[config.mk]
export PLATFORM = sky130hd
export DESIGN_NAME = player_shot_engine
export DESIGN_NICKNAME = d
export VERILOG_FILES = /design/src/rtl/player_shot_engine.sv
export SDC_FILE = /design/constraint.sdc
export NUM_CORES = 1
export LEC_CHECK = 0
export ABC_AREA = 1
export BUFFER_PORTS_ARGS = -buffer_cell sky130_fd_sc_hd__buf_2
export CAP_MARGIN = 20
export CORE_ASPECT_RATIO = 1.5
export CORE_MARGIN = 8
export CORE_UTILIZATION = 35
export DETAILED_ROUTE_END_ITERATION = 10
export SYNTH_ARGS = -nofsm -noshare
export SYNTH_HDL_FRONTEND = slang
export SYNTH_SLANG_ARGS = --single-unit
export TNS_END_PERCENT = 50
[constraint.sdc]
create_clock -name clk -period 7.6 [get_ports clk]
set_input_delay 0 -clock clk [delete_from_list [all_inputs] [get_ports clk]]
set_output_delay 0 -clock clk [all_outputs]
set_load 0.01 [all_outputs]
[src/rtl/player_shot_engine.sv]
// Player position, shot pool with fire cooldown, and lives/invulnerability FSM.
// Pixel flags are decoded combinationally from registered state and the current x/y.
module player_shot_engine #(
  parameter int unsigned X_START         = 320,
  parameter int unsigned Y_PLAYER        = 420,
  parameter int unsigned PLAYER_SIZE     = 32,
  parameter int unsigned X_LEFT          = 36,
  parameter int unsigned X_RIGHT         = 604,
  parameter int unsigned PLYR_VELOCITY   = 1,
  parameter int unsigned Y_TOP           = 36,
  parameter int unsigned NUM_SHOTS       = 4,
  parameter int unsigned SHOT_SPEED      = 4,
  parameter int unsigned SHOT_W          = 2,
  parameter int unsigned SHOT_LEN        = 8,
  parameter int unsigned COOLDOWN_FRAMES = 8,
  parameter int unsigned LIVES           = 3,
  parameter int unsigned INVULN_FRAMES   = 64,
  parameter int unsigned FRAME_Y         = 481,
  localparam int unsigned SLOT_W = (NUM_SHOTS > 1) ? $clog2(NUM_SHOTS) : 1
) (
  input  logic                 clk,
  input  logic                 reset,
  input  logic                 pause,
  input  logic                 left,
  input  logic                 right,
  input  logic                 shoot,
  input  logic [9:0]           x,
  input  logic [9:0]           y,
  input  logic                 hit_valid,
  input  logic [SLOT_W-1:0]    hit_slot,
  input  logic                 player_hit,
  output logic [9:0]           x_plyr,
  output logic                 player_on,
  output logic                 shot_on,
  output logic [NUM_SHOTS-1:0] shot_slot_on,
  output logic [NUM_SHOTS-1:0] shots_active,
  output logic [3:0]           lives,
  output logic                 player_dead
);

  localparam int unsigned CD_W    = (COOLDOWN_FRAMES > 0) ? $clog2(COOLDOWN_FRAMES + 1) : 1;
  localparam int unsigned IV_W    = ($clog2(INVULN_FRAMES + 1) > 4) ? $clog2(INVULN_FRAMES + 1) : 4;
  // Counter holds remaining idle ticks, so a fire every COOLDOWN_FRAMES ticks loads one less.
  localparam int unsigned CD_LOAD = (COOLDOWN_FRAMES > 0) ? COOLDOWN_FRAMES - 1 : 0;

  typedef enum logic [1:0] {ALIVE, HIT, DEAD} state_t;

  state_t              state, state_nxt;
  logic [3:0]          lives_nxt;
  logic [IV_W-1:0]     invuln, invuln_nxt;
  logic [CD_W-1:0]     cooldown, cooldown_nxt;
  logic [9:0]          x_nxt;
  logic [NUM_SHOTS-1:0] active_nxt;
  logic [9:0]          sx [NUM_SHOTS];
  logic [9:0]          sy [NUM_SHOTS];
  logic [9:0]          sx_nxt [NUM_SHOTS];
  logic [9:0]          sy_nxt [NUM_SHOTS];
  logic                step, any_free, fire;
  logic [SLOT_W-1:0]   fire_idx;

  assign step = (y == 10'(FRAME_Y)) && (x == 10'd0) && !pause;

  // Lowest-index free slot from the registered view.
  always_comb begin
    fire_idx = '0;
    any_free = 1'b0;
    for (int i = int'(NUM_SHOTS) - 1; i >= 0; i--) begin
      if (!shots_active[i]) begin
        fire_idx = SLOT_W'(i);
        any_free = 1'b1;
      end
    end
  end

  assign fire = step && shoot && (state != DEAD) && (cooldown == '0) && any_free;

  always_comb begin
    state_nxt    = state;
    lives_nxt    = lives;
    invuln_nxt   = invuln;
    cooldown_nxt = cooldown;
    x_nxt        = x_plyr;
    active_nxt   = shots_active;
    sx_nxt       = sx;
    sy_nxt       = sy;

    if (step && state != DEAD) begin
      if (left && x_plyr >= 10'(X_LEFT + PLYR_VELOCITY))
        x_nxt = x_plyr - 10'(PLYR_VELOCITY);
      else if (right && (11'(x_plyr) + 11'(PLAYER_SIZE - 1 + PLYR_VELOCITY)) <= 11'(X_RIGHT))
        x_nxt = x_plyr + 10'(PLYR_VELOCITY);
    end

    if (step) begin
      if (fire)
        cooldown_nxt = CD_W'(CD_LOAD);
      else if (cooldown != '0)
        cooldown_nxt = cooldown - CD_W'(1);
      for (int i = 0; i < int'(NUM_SHOTS); i++) begin
        if (shots_active[i]) begin
          if (sy[i] < 10'(Y_TOP + SHOT_SPEED))
            active_nxt[i] = 1'b0;
          else
            sy_nxt[i] = sy[i] - 10'(SHOT_SPEED);
        end
      end
      if (fire) begin
        active_nxt[fire_idx] = 1'b1;
        sx_nxt[fire_idx]     = x_plyr + 10'(PLAYER_SIZE / 2 - SHOT_W / 2);
        sy_nxt[fire_idx]     = 10'(Y_PLAYER - SHOT_LEN);
      end
    end

    // Hit clear overrides motion; only slots already active can be cleared.
    if (hit_valid && !pause) begin
      for (int i = 0; i < int'(NUM_SHOTS); i++) begin
        if (shots_active[i] && hit_slot == SLOT_W'(i))
          active_nxt[i] = 1'b0;
      end
    end

    case (state)
      ALIVE: begin
        if (player_hit && !pause && lives != 4'd0) begin
          lives_nxt = lives - 4'd1;
          if (lives == 4'd1) begin
            state_nxt = DEAD;
          end else begin
            state_nxt  = HIT;
            invuln_nxt = IV_W'(INVULN_FRAMES);
          end
        end
      end
      HIT: begin
        if (step) begin
          if (invuln <= IV_W'(1)) begin
            state_nxt  = ALIVE;
            invuln_nxt = '0;
          end else begin
            invuln_nxt = invuln - IV_W'(1);
          end
        end
      end
      default: ;
    endcase
  end

  always_ff @(posedge clk or posedge reset) begin
    if (reset) begin
      state        <= ALIVE;
      lives        <= 4'(LIVES);
      invuln       <= '0;
      cooldown     <= '0;
      x_plyr       <= 10'(X_START);
      shots_active <= '0;
      for (int i = 0; i < int'(NUM_SHOTS); i++) begin
        sx[i] <= '0;
        sy[i] <= '0;
      end
    end else begin
      state        <= state_nxt;
      lives        <= lives_nxt;
      invuln       <= invuln_nxt;
      cooldown     <= cooldown_nxt;
      x_plyr       <= x_nxt;
      shots_active <= active_nxt;
      sx           <= sx_nxt;
      sy           <= sy_nxt;
    end
  end

  assign player_dead = (state == DEAD);

  // Player box, hidden when dead and blinking on invuln[3] while hit.
  always_comb begin
    player_on = (x >= x_plyr) && (11'(x) <= 11'(x_plyr) + 11'(PLAYER_SIZE - 1)) &&
                (y >= 10'(Y_PLAYER)) && (11'(y) <= 11'(Y_PLAYER + PLAYER_SIZE - 1));
    if (state == DEAD || (state == HIT && invuln[3]))
      player_on = 1'b0;
  end

  // Scan high to low so the lowest overlapping slot wins.
  always_comb begin
    shot_slot_on = '0;
    for (int i = int'(NUM_SHOTS) - 1; i >= 0; i--) begin
      if (shots_active[i] &&
          (x >= sx[i]) && (11'(x) <= 11'(sx[i]) + 11'(SHOT_W - 1)) &&
          (y >= sy[i]) && (11'(y) <= 11'(sy[i]) + 11'(SHOT_LEN - 1))) begin
        shot_slot_on    = '0;
        shot_slot_on[i] = 1'b1;
      end
    end
  end

  assign shot_on = |shot_slot_on;

endmodule
==> flow_metrics.tcl <==
set metrics [dict create \
    wl_per_cell_um 15.6 \
    grt_busiest_layer "met2" \
    portBuffers 54 \
    critPathCapture "player_on" \
    vias 11000 \
    syn_area_per_cell_um2 7.10 \
    period_share 0.479 \
    std_cell_rows 82 \
    syn_area_um2 11800 \
    holdBufCountCts 6 \
    n_fill_cell 3501 \
    place_inst 2116 \
    p_seq_frac 0.460 \
    power.share.combinational 0.142 \
    grt_max_degree 61 \
    crit_required_ns 7.60 \
    use_met1 0.181 \
    ios 55 \
    holdPathStages 4 \
    grt_setup_unrepaired "no" \
    finalSetupTns_ns 0 \
    die-area_um2 40000 \
    worst_clock_skew_ns 0.0154 \
    grt_use_total 0.169 \
    internal_power_mw 0.916 \
    fmax_mhz 275 \
    fp.dieW_um 166 \
    yosys_warnings 0 \
    first_pass_iters 5 \
    startpoint "x_plyr[0]" \
    wirelength_um 33500 \
    drive_above_1_share 0.0517 \
    yosysSeqAreaShare 0.236 \
    end_kind "primary output" \
    diodes 0 \
    gr-total-overflow 0 \
    pwr-share-clk 0.398 \
    use_met2 0.322 \
    r2r.worst_path.cells 15 \
    switchingPower_mw 0.384 \
    worstMarginPinSlew_ns 1.04 \
    antenna_found_initial 0 \
    cts_resized 0 \
    syn_nets 1912 \
    start_util 0.354 \
    htree_levels 3 \
    clockBufferDepth 2 \
    fp.dieH_um 241 \
    core_um2 33300 \
    synth_flop_cell "dfrtp_1" \
    synth_cell_types 48 \
    clk_pin_slew_ns 0.09 \
    path_class "reg -> out" \
    max_cap_viol_count 0 \
    numCtsBuffers 9 \
    grt_pass1_vias 10900 \
    antenna_left 0 \
    fin_cells 2140 \
    power.density_nw_per_um2 100 \
    r2r-end "x_plyr[7]" \
    setup_viol 0 \
    syn-instance-count 1663 \
    viasPerCell 5.12 \
    cts_tree "yes" \
    status "complete, no violations" \
    slew_headroom 0.300 \
    period_minus_slack_ns 3.64 \
    async_flop_share 1.00 \
    slew_viol_final 0 \
    leakagePower_nw 6.40 \
    drc 0 \
    synthToLayoutAreaGrowth_pct 9.59 \
    root_buffer "clkbuf_16" \
    vdd_drop_max_mv 0.111 \
    arrival_ns 3.64 \
    place_congestion 0.922 \
    clock_latency_ns 0.39 \
    grt_pass1_wl_um 54200 \
    postCtsSetupRepairBufs 0 \
    nNetsFinal 1964 \
    hold_ws_ns 0.0301 \
    ys_ff_latch 111 \
    synth_edf_count 0 \
    reg2reg_setup_slack_ns 4.33 \
    clock_sinks 111 \
    hpwl_um 26100 \
    sw_frac_of_total 0.295 \
    grt_use_met3 0.0192 \
    hp-class "in -> reg" \
    r2r_start "x_plyr[0]" \
    finalHoldViolations 0 \
    cp-start-kind "flip-flop" \
    path_max_fanout 12 \
    drt-initial-drc-count 555 \
]
[logic make-up (layout without fill, tap and decap cells)]
family / count (synthesis) / count (layout) / synth area share
AND/OR/NAND/NOR: 728 / 728 / 0.261
adder cells (fa/ha/maj): 219 / 219 / 0.233
XOR/XNOR: 86 / 86 / 0.0638
buffers and inverters: 264 / 321 / 0.0859
flip-flops: 111 / 111 / 0.236
AO/OA/AOI/OAI: 255 / 255 / 0.121
[how the worst min path moves through the flow]
stage | startpoint | endpoint | slack, ns
floorplan | hit_slot[1] | shots_active[2] | 0.12
global route | player_hit | lives[0] | 0.03
CTS | player_hit | lives[0] | 0.007
detailed placement | reset | invuln[1] | 0.21
finish | player_hit | lives[0] | 0.03
global placement | reset | invuln[1] | 0.22
[layout make-up]
cell class / instances / area (µm²) / area share
inverter: 240 / 903 / 0.0698
multi-input combinational: 1288 / 8010 / 0.619
timing repair buffer: 65 / 408 / 0.0315
tap: 420 / 526 / 0.0406
clock buffer: 10 / 229 / 0.0177
clock inverter: 6 / 80.1 / 0.00619
sequential: 111 / 2780 / 0.215
[cell usage after synthesis, drive strengths merged, types with 2 or more instances]
library cell | n | area, µm²
nand2 | 387 | 1460
inv | 239 | 897
ha | 218 | 2730
nor2 | 147 | 557
dfrtp | 107 | 2680
o21ai | 104 | 520
nand3 | 98 | 490
a21oi | 93 | 465
xor2 | 74 | 648
nor3 | 44 | 231
nand4 | 27 | 169
buf | 13 | 70.1
xnor2 | 12 | 105
clkbuf | 11 | 42.5
nand3b | 11 | 82.6
o211ai | 10 | 75.1
a21o | 8 | 60.1
o2111ai | 6 | 52.6
o21bai | 6 | 45.0
a31oi | 5 | 31.3
nor4 | 5 | 31.3
dfstp | 4 | 105
o21a | 4 | 30.0
a22oi | 3 | 22.5
o22ai | 3 | 18.8
o31ai | 3 | 22.5
or2 | 3 | 18.8
a211oi | 2 | 15.0
a41oi | 2 | 17.5
and3 | 2 | 12.5
nor3b | 2 | 15.0
[power by group through the flow]
stage          sequential [mW]  combinational [mW]  clock, mW
2_1_floorplan            0.605               0.113          0
3_3_place_gp             0.609               0.182          0
3_5_place_dp             0.609               0.186          0
4_1_cts                  0.597               0.188      0.543
5_1_grt                  0.598               0.214      0.553
6_report                 0.597               0.185      0.517
[routing by layer]
metal	wire, µm	vias to the layer above
li1	-	5611
met1	13900	5081
met2	17200	185
met3	992	76
met4	1340	0
met5	0	-
[sequential cells by signal, summed over array words and instances, names as in the netlist]
| register | flops |
|---|---|
| sx | 40 |
| cooldown | 4 |
| x_plyr | 10 |
| invuln | 7 |
| lives | 4 |
| shots_active | 4 |
| sy | 40 |
| state | 2 |
[metrics by stage]
stage / total power, mW / setup WS (ns) / util / area (µm²)
final: 1.30 / 3.96 / 0.388 / 12900
after global routing: 1.37 / 3.75 / 0.388 / 12900
after CTS: 1.33 / 3.93 / 0.386 / 12900
after detailed placement: 0.795 / 4.38 / 0.375 / 12500
after global placement: 0.791 / 4.45 / 0.375 / 12500
after floorplan: 0.718 / 4.68 / - / 11800
[layout by cell type (no fill, tap or decap), types with 6 or more instances in the layout]
cell type | netlist | routed
nand2_1 | 386 | 386
inv_1 | 236 | 235
ha_1 | 218 | 218
nor2_1 | 145 | 145
dfrtp_1 | 107 | 107
nand3_1 | 98 | 98
a21oi_1 | 93 | 93
o21ai_0 | 76 | 76
xor2_1 | 74 | 74
buf_2 | 11 | 54
nor3_1 | 43 | 43
o21ai_1 | 28 | 28
nand4_1 | 27 | 27
xnor2_1 | 12 | 12
nand3b_1 | 11 | 11
o211ai_1 | 10 | 10
clkbuf_16 | 0 | 9
a21o_1 | 8 | 8
o21bai_1 | 6 | 6
o2111ai_1 | 6 | 6
dlygate4sd3_1 | 0 | 6
[worst max-delay path, cell delays in order, from the launching register on]
cell and delay [ns]:
dfrtp_1 0.65, inv_1 0.26, ha_1 0.31, xnor2_1 0.64, ha_1 0.24, nand2_1 0.06
or4_1 0.49, nand3_1 0.11, o2111ai_1 0.12, nor2_1 0.18, buf_2 0.17
(Power assumes the default switching activity.)
